File: src/rtl/axi_read_arbiter_if.sv
// axi_read_arbiter_if: requester ports and AXI read channels of the arbiter.
interface axi_read_arbiter_if;
  logic        i_req;
  logic [31:0] i_addr;
  logic [7:0]  i_len;
  logic        i_gnt;
  logic [31:0] i_rdata;
  logic        i_rvalid;
  logic        i_rlast;
  logic        d_req;
  logic [31:0] d_addr;
  logic [7:0]  d_len;
  logic        d_gnt;
  logic [31:0] d_rdata;
  logic        d_rvalid;
  logic        d_rlast;
  logic [3:0]  arid;
  logic [31:0] araddr;
  logic [7:0]  arlen;
  logic [2:0]  arsize;
  logic [1:0]  arburst;
  logic        arvalid;
  logic        arready;
  logic [3:0]  rid;
  logic [31:0] rdata;
  logic [1:0]  rresp;
  logic        rlast;
  logic        rvalid;
  logic        rready;
  logic        busy;
  logic        err;
  modport master (
    input  i_req, i_addr, i_len, d_req, d_addr, d_len, arready, rid, rdata, rresp, rlast, rvalid,
    output i_gnt, i_rdata, i_rvalid, i_rlast, d_gnt, d_rdata, d_rvalid, d_rlast,
           arid, araddr, arlen, arsize, arburst, arvalid, rready, busy, err
  );
  modport slave (
    output i_req, i_addr, i_len, d_req, d_addr, d_len, arready, rid, rdata, rresp, rlast, rvalid,
    input  i_gnt, i_rdata, i_rvalid, i_rlast, d_gnt, d_rdata, d_rvalid, d_rlast,
           arid, araddr, arlen, arsize, arburst, arvalid, rready, busy, err
  );
endinterface

File: src/rtl/axi_read_arbiter.sv
// axi_read_arbiter: two-requester AXI read arbiter, data side favoured with a starvation cap for instruction side.
module axi_read_arbiter #(
  parameter int MAX_STREAK = 4
) (
  input logic             aclk,
  input logic             aresetn,
  axi_read_arbiter_if.master bus
);
  typedef enum logic [1:0] {IDLE, ADDR, DATA} state_t;
  localparam logic [2:0] MAX = 3'(MAX_STREAK);
  state_t      state_q, state_d;
  logic        owner_q, owner_d;
  logic [31:0] addr_q, addr_d;
  logic [7:0]  len_q, len_d;
  logic [2:0]  streak_q, streak_d;
  logic        pick_i, hs, beat;
  assign pick_i = bus.i_req && (!bus.d_req || streak_q == MAX);
  always_comb begin
    state_d  = state_q;
    owner_d  = owner_q;
    addr_d   = addr_q;
    len_d    = len_q;
    streak_d = streak_q;
    case (state_q)
      IDLE: if (bus.i_req || bus.d_req) begin
        owner_d  = !pick_i;
        addr_d   = pick_i ? bus.i_addr : bus.d_addr;
        len_d    = pick_i ? bus.i_len : bus.d_len;
        streak_d = (!pick_i && bus.i_req) ? ((streak_q == MAX) ? MAX : streak_q + 3'd1) : 3'd0;
        state_d  = ADDR;
      end
      ADDR:    state_d = bus.arready ? DATA : ADDR;
      DATA:    state_d = (bus.rvalid && bus.rlast) ? IDLE : DATA;
      default: state_d = IDLE;
    endcase
  end
  always_ff @(posedge aclk) begin
    if (!aresetn) begin
      state_q  <= IDLE;
      owner_q  <= 1'b0;
      addr_q   <= '0;
      len_q    <= '0;
      streak_q <= '0;
    end else begin
      state_q  <= state_d;
      owner_q  <= owner_d;
      addr_q   <= addr_d;
      len_q    <= len_d;
      streak_q <= streak_d;
    end
  end
  // owner_q = 1 means the data side holds the bus; it doubles as the AXI id
  assign bus.arvalid  = state_q == ADDR;
  assign bus.araddr   = addr_q;
  assign bus.arlen    = len_q;
  assign bus.arid     = {3'b000, owner_q};
  assign bus.arsize   = 3'b010;
  assign bus.arburst  = 2'b01;
  assign bus.rready   = state_q == DATA;
  assign bus.busy     = aresetn && state_q != IDLE;
  assign hs           = aresetn && bus.arvalid && bus.arready;
  assign bus.i_gnt    = hs && !owner_q;
  assign bus.d_gnt    = hs && owner_q;
  assign beat         = aresetn && state_q == DATA && bus.rvalid;
  assign bus.i_rvalid = beat && !owner_q;
  assign bus.i_rlast  = beat && !owner_q && bus.rlast;
  assign bus.i_rdata  = owner_q ? 32'd0 : bus.rdata;
  assign bus.d_rvalid = beat && owner_q;
  assign bus.d_rlast  = beat && owner_q && bus.rlast;
  assign bus.d_rdata  = owner_q ? bus.rdata : 32'd0;
  assign bus.err      = beat && (bus.rresp != 2'b00 || bus.rid != bus.arid);
endmodule

File: src/flat_wrapper.sv
// flat-port wrapper written by rule: the top's interface ports become plain ports
module axi_read_arbiter_flat 
#(
  parameter int MAX_STREAK = 4
)
  (aclk, aresetn, bus_i_req, bus_i_addr, bus_i_len, bus_d_req, bus_d_addr, bus_d_len, bus_arready, bus_rid, bus_rdata, bus_rresp, bus_rlast, bus_rvalid, bus_i_gnt, bus_i_rdata, bus_i_rvalid, bus_i_rlast, bus_d_gnt, bus_d_rdata, bus_d_rvalid, bus_d_rlast, bus_arid, bus_araddr, bus_arlen, bus_arsize, bus_arburst, bus_arvalid, bus_rready, bus_busy, bus_err);
  axi_read_arbiter_if bus_i ();
  input logic aclk;
  input logic aresetn;
  input wire logic [$bits(bus_i.i_req)-1:0] bus_i_req;
  input wire logic [$bits(bus_i.i_addr)-1:0] bus_i_addr;
  input wire logic [$bits(bus_i.i_len)-1:0] bus_i_len;
  input wire logic [$bits(bus_i.d_req)-1:0] bus_d_req;
  input wire logic [$bits(bus_i.d_addr)-1:0] bus_d_addr;
  input wire logic [$bits(bus_i.d_len)-1:0] bus_d_len;
  input wire logic [$bits(bus_i.arready)-1:0] bus_arready;
  input wire logic [$bits(bus_i.rid)-1:0] bus_rid;
  input wire logic [$bits(bus_i.rdata)-1:0] bus_rdata;
  input wire logic [$bits(bus_i.rresp)-1:0] bus_rresp;
  input wire logic [$bits(bus_i.rlast)-1:0] bus_rlast;
  input wire logic [$bits(bus_i.rvalid)-1:0] bus_rvalid;
  output wire logic [$bits(bus_i.i_gnt)-1:0] bus_i_gnt;
  output wire logic [$bits(bus_i.i_rdata)-1:0] bus_i_rdata;
  output wire logic [$bits(bus_i.i_rvalid)-1:0] bus_i_rvalid;
  output wire logic [$bits(bus_i.i_rlast)-1:0] bus_i_rlast;
  output wire logic [$bits(bus_i.d_gnt)-1:0] bus_d_gnt;
  output wire logic [$bits(bus_i.d_rdata)-1:0] bus_d_rdata;
  output wire logic [$bits(bus_i.d_rvalid)-1:0] bus_d_rvalid;
  output wire logic [$bits(bus_i.d_rlast)-1:0] bus_d_rlast;
  output wire logic [$bits(bus_i.arid)-1:0] bus_arid;
  output wire logic [$bits(bus_i.araddr)-1:0] bus_araddr;
  output wire logic [$bits(bus_i.arlen)-1:0] bus_arlen;
  output wire logic [$bits(bus_i.arsize)-1:0] bus_arsize;
  output wire logic [$bits(bus_i.arburst)-1:0] bus_arburst;
  output wire logic [$bits(bus_i.arvalid)-1:0] bus_arvalid;
  output wire logic [$bits(bus_i.rready)-1:0] bus_rready;
  output wire logic [$bits(bus_i.busy)-1:0] bus_busy;
  output wire logic [$bits(bus_i.err)-1:0] bus_err;
  assign bus_i.i_req = bus_i_req;
  assign bus_i.i_addr = bus_i_addr;
  assign bus_i.i_len = bus_i_len;
  assign bus_i.d_req = bus_d_req;
  assign bus_i.d_addr = bus_d_addr;
  assign bus_i.d_len = bus_d_len;
  assign bus_i.arready = bus_arready;
  assign bus_i.rid = bus_rid;
  assign bus_i.rdata = bus_rdata;
  assign bus_i.rresp = bus_rresp;
  assign bus_i.rlast = bus_rlast;
  assign bus_i.rvalid = bus_rvalid;
  assign bus_i_gnt = bus_i.i_gnt;
  assign bus_i_rdata = bus_i.i_rdata;
  assign bus_i_rvalid = bus_i.i_rvalid;
  assign bus_i_rlast = bus_i.i_rlast;
  assign bus_d_gnt = bus_i.d_gnt;
  assign bus_d_rdata = bus_i.d_rdata;
  assign bus_d_rvalid = bus_i.d_rvalid;
  assign bus_d_rlast = bus_i.d_rlast;
  assign bus_arid = bus_i.arid;
  assign bus_araddr = bus_i.araddr;
  assign bus_arlen = bus_i.arlen;
  assign bus_arsize = bus_i.arsize;
  assign bus_arburst = bus_i.arburst;
  assign bus_arvalid = bus_i.arvalid;
  assign bus_rready = bus_i.rready;
  assign bus_busy = bus_i.busy;
  assign bus_err = bus_i.err;
  axi_read_arbiter #(.MAX_STREAK(MAX_STREAK)) u_core (.aclk(aclk), .aresetn(aresetn), .bus(bus_i));
endmodule
File: config.mk
export PLATFORM = sky130hd
export DESIGN_NAME = axi_read_arbiter_flat
export DESIGN_NICKNAME = d
export VERILOG_FILES = /design/src/rtl/axi_read_arbiter_if.sv /design/src/rtl/axi_read_arbiter.sv /design/src/flat_wrapper.sv
export SDC_FILE = /design/constraint.sdc
export NUM_CORES = 1
export LEC_CHECK = 0
export ABC_AREA = 0
export ABC_CLOCK_PERIOD_IN_PS = 2550
export BUFFER_PORTS_ARGS = -buffer_cell sky130_fd_sc_hd__buf_4
export CAP_MARGIN = 30
export CORE_AREA = 2 2 97 99
export CTS_CLUSTER_DIAMETER = 30
export DETAILED_ROUTE_END_ITERATION = 8
export DIE_AREA = 0 0 99 101
export GPL_ROUTABILITY_DRIVEN = 0
export GPL_TIMING_DRIVEN = 0
export PLACE_DENSITY = 0.72
export SLEW_MARGIN = 20
export SYNTH_ARGS = -nofsm -noshare
export SYNTH_HDL_FRONTEND = slang
export SYNTH_SLANG_ARGS = --single-unit
File: constraint.sdc
create_clock -name aclk -period 2.55 [get_ports aclk]
set_clock_uncertainty 0.05 [all_clocks]
set_input_delay 0.1275 -clock aclk [delete_from_list [all_inputs] [get_ports aclk]]
set_output_delay 0.1275 -clock aclk [all_outputs]
set_load 0.05 [all_outputs]
=== After elaboration in Yosys (flattened, before gate mapping) ===
Index checks and enable logic that the tools add are counted.

* Bits in registers: 46
* Latch bits: 0
* Memory bits (writable): 0
* Memory bits (read-only): 0
* Input bits: 125
* Output and inout port bits: 123
* Word-level logic and storage cells: 46
* Memories: 0

* Add/sub/neg operators: 1
* Multipliers: 0
* Divide/modulo/power cells: 0
* Magnitude comparators: 0
* Equality and inequality tests: 5
* Shift-type cells: 0
* Multiplexer cells: 10
* Bitwise logic cells: 0
* Reduce and logical (&&, ||, !) cells: 25

{| class="wikitable"
|+ Operators with widths
! operator !! count
|-
| $mux W32 || 3
|-
| $logic_and A1 B1 Y1 || 15
|-
| $mux W8 || 1
|-
| $mux W2 || 3
|-
| $mux W3 || 2
|-
| $pmux W2 S3 || 1
|-
| $ne A4 B1 Y1 || 1
|-
| $reduce_bool A2 Y1 || 2
|-
| $add A3 B1 Y3 const B || 1
|-
| $eq A3 B3 Y1 const B || 1
|-
| $logic_not A1 Y1 || 3
|-
| $logic_or A1 B1 Y1 || 3
|-
| $eq A2 B1 Y1 const B || 1
|-
| $eq A2 B2 Y1 const B || 1
|-
| $logic_not A2 Y1 || 1
|-
| $ne A2 B1 Y1 const B || 1
|-
| $reduce_and A2 Y1 || 1
|}

=== Longest topological paths before layout ===
* Depth in word-level cells: 6
* Gate-level depth with buffers: 7
* Depth with buffers taken out: 5

=== Least setup slack after synthesis ===
Ideal clock, no wire load.

* Path type: register -> output
* Start: register u_core.state_q[1]
* End: output bus_err
* Arrival: 2.261 ns
* Data required time: 2.372 ns
* Path slack: 0.111 ns
* Cell stages (with the launch flop): 4
* Cells stage by stage: dfxtp_1 nor2b_1 nand3_1 a31oi_1

* Word-level cells in the longest chain between the ends: 4

{| class="wikitable"
|+ Ends and longest elaborated chain
! element !! RTL line !! RTL
|-
| from (decl) || axi_read_arbiter.sv:11 || <nowiki>state_t state_q, state_d;</nowiki>
|-
| from (signal assigned) || axi_read_arbiter.sv:45 || <nowiki>state_q <= state_d;</nowiki>
|-
| $eq A2 B2 Y1 || - ||
|-
| net bus_rready || flat_wrapper.sv:36 || <nowiki>output wire logic [$bits(bus_i.rready)-1:0] bus_rready;</nowiki>
|-
| $logic_and A1 B1 Y1 (2 in series) || axi_read_arbiter.sv:64 || <nowiki>assign beat = aresetn && state_q == DATA && bus.rvalid;</nowiki>
|-
| $logic_and A1 B1 Y1 || axi_read_arbiter.sv:71 || <nowiki>assign bus.err = beat && (bus.rresp != 2'b00 || bus.rid != bus.arid);</nowiki>
|-
| to (decl) || flat_wrapper.sv:38 || <nowiki>output wire logic [$bits(bus_i.err)-1:0] bus_err;</nowiki>
|}

The timed path passes the listed nets, and every way through them passes these cells.

=== Worst setup path after layout ===
* Start: register u_core.owner_q
* End: output bus_err

* Word-level cells in the longest chain between the ends: 3

{| class="wikitable"
|+ Ends and longest elaborated chain
! element !! RTL line !! RTL
|-
| from (decl) || axi_read_arbiter.sv:12 || <nowiki>logic owner_q, owner_d;</nowiki>
|-
| from (signal assigned) || axi_read_arbiter.sv:46 || <nowiki>owner_q <= owner_d;</nowiki>
|-
| $ne A4 B1 Y1 || axi_read_arbiter.sv:71 ||
|-
| $logic_or A1 B1 Y1 || axi_read_arbiter.sv:71 ||
|-
| $logic_and A1 B1 Y1 || axi_read_arbiter.sv:71 ||
|}

No other way between the ends.

==> out/metrics.csv <==
metric,value,unit
status,completed,
Post-CTS Resized,0,
Core Area,8977,sq um
Total Nets Final,749,
fill count,870,
pwr/cell area,556.1,nW/um^2
vias in the first global route,3876,
ratio of cells with drive above 1 in the final layout,44.12,%
CP Cell Sequence,clkbuf_1 > xnor2_1 > a31oi_1 > buf_4,
Synth async-reset ratio,0,%
final setup fails,0,
Worst IR Drop VDD,0.0002793,V
FF+latch area,920.9,sq um
Inst Count DP,726,
full die area,9999,sq um
WS Path Type,reg2out,
Post-synth EDFFs,0,
Tcrit/Tclk final,74.28,%
"CP delay by family, top",buffers and inverters,
antenna cells,0,
Slew @ Worst Pin,0.5688,ns
register area share after synthesis,29.33,%
final hold violation count,0,
post-place setup slack,0.8259,ns
vias per inst,5.227,
Worst EP arrival,1.72,ns
delay of the slowest critical-path stage,0.50,ns
Worst path slowest cell,dfxtp_1,
worst hold-check path type,in2reg,
Chip Height,101,um
gr usage total,24.08,%
"antenna viol nets, final",0,
setup_tns,0,ns
most common flop cell mapped by yosys,dfxtp_1,
clk_lat worst skew,0.30,ns
CTS tree,done,
CP bufs+invs,2,
number of antenna violations at the first check in global routing,0,
port bufs,238,
I/O pin count,248,
clk sinks,46,
H-Tree Level Count,2,
CTS buffer count,5,
post-DR wirelength/cell,17.71,um
grt ovf,0,
WL final,12.96,mm
final non-filler cell total,732,
final worst path period need,1.894,ns
Achievable Freq,0.5279,GHz
largest net degree at the start of global routing,13,
Critical Path End Type,primary output,
fin. max-slew vios,0,
Min Hold Slack,0.07291,ns
vias,3826,
CTS max path bufs,2,
"FF+latch count, synth",46,
Pleak,0.002701,uW
max cap viols,0,
CP max FO,10,
final worst setup slack,0.6558,ns
library cells used by synthesis,34,
Syn Inst Count,371,
Synth Warn #,0,
Die X-Extent,99,um
unrepaired setup endpoints after global routing,false,
global-route wire length before repair,19.29,mm
Slew HR,62.08,%
DP HPWL,10.49,mm
Mapped Area,3139,sq um
TritonRoute pass-1 iters,4,
Syn Area/Cell,8.462,sq um
Initial Util,34.97,%
Core Rows,35,
"Reg clk slew, reported paths",0.09,ns
"Setup Fix Bufs, Post-CTS",0,
footprint of the multi-input gates,1942,sq um
drt drc,0,
DR iter-0 viols,127,
hold_buf cts,0,
Root Buffer,clkbuf_8,
growth of design area from synthesis to finish,64.69,%
crit start category,flop,
Worst EP required,2.37,ns
-- sequential cells by signal, summed over array words and instances (netlist names) --
name	count
u_core.state_q	2
u_core.bus.arlen	8
u_core.streak_q	3
u_core.bus.araddr	32
u_core.owner_q	1
-- cell type report --
cell class | instances | share of cell area (%)
clock buffer | 6 | 1.597
inverter | 4 | 0.2904
multi-input combinational | 275 | 37.56
sequential | 46 | 17.81
tap | 111 | 2.686
timing repair buffer | 238 | 34.56
buffer | 52 | 5.494
-- worst min-delay path: cells and delay by family --
| family | cells | cell delay, ns |
|---|---|---|
| compound gates | 1 | 0.08 |
| simple gates | 1 | 0.07 |
| buf+inv | 1 | 0.11 |
-- worst paths after layout --
kind	start	end	slack (ns)	cells after the start
worst max register to register	u_core.streak_q[0]	u_core.bus.araddr[2]	0.79	7
worst min-delay path	bus_arready	u_core.state_q[1]	0.07	3
worst min register to register	u_core.streak_q[1]	u_core.streak_q[1]	0.45	2
worst max-delay path	u_core.owner_q	bus_err	0.66	4
-- cells by family (layout without fill, tap and decap cells) --
logic type / after synthesis / after routing / share of synthesized area, %
flops: 46 / 46 / 29.33
xor+xnor: 1 / 1 / 0.2790
compound gates: 133 / 133 / 34.52
simple gates: 131 / 131 / 25.31
other cells: 2 / 8 / 0.2392
fa+ha+maj: 2 / 2 / 0.7970
buf+inv: 56 / 300 / 9.525
-- cell usage in the layout (no fill, tap or decap) --
cell type  instances
buf_4            248
dfxtp_1           46
a21boi_0          41
o21bai_1          40
o311a_1           40
and3_1            39
nor2b_1           35
and2_1            32
clkbuf_1          23
nor2_1            10
buf_2             10
conb_1             8
clkbuf_8           6
buf_6              5
inv_1              4
nand4_1            4
nand3_1            3
o21ai_0            3
buf_1              3
a21oi_1            3
nor2_2             2
a31oi_1            2
ha_1               2
xnor2_1            1
nor3_1             1
a21bo_1            1
o21ai_1            1
or2_2              1
nand4b_1           1
clkbuf_2           1
o211a_1            1
nand2_1            1
a22oi_1            1
and3_4             1
nand2b_1           1
-- cell usage after synthesis (2+ instances only) --
cell      number  area share, %
and2_1        32            6.4
buf_6          5            1.8
nor2_2         2           0.40
inv_1          4           0.48
o311a_1       40             13
a21oi_1        3           0.48
nand3_1        3           0.48
ha_1           2           0.80
clkbuf_1      23            2.8
nor2_1        10            1.2
a21boi_0      41            9.8
conb_1         2           0.24
nand4_1        4           0.80
nor2b_1       35            7.0
a31oi_1        2           0.40
buf_2         10            1.6
buf_4         10            2.4
o21bai_1      40            9.6
o21ai_0        3           0.48
buf_1          3           0.36
and3_1        39            7.8
dfxtp_1       46             29
-- power by group --
| part | internal [uW] | switching [uW] | total [uW] |
|---|---|---|---|
| sequential | 803 | 50.5 | 853 |
| clock | 210 | 248 | 458 |
| combinational | 561 | 1000 | 1560 |
| total | 1570 | 1300 | 2880 |
-- metal layers --
layer,part of all wire [%],GRT usage [%]
met2,52,45.17
met4,3.4,9.800
met5,0,0
met1,36,25.39
met3,8.5,6.449
-- stage by stage --
step	total power [uW]	util, %	cell area [sq um]
global route	2996	57.59	5170
finish	2875	57.59	5170
detailed placement	2434	56.67	5087
CTS	2885	57.59	5170
global placement	2418	56.67	5087
floorplan	1898	-	3162
No activity file was read; power rests on OpenSTA's default activity.
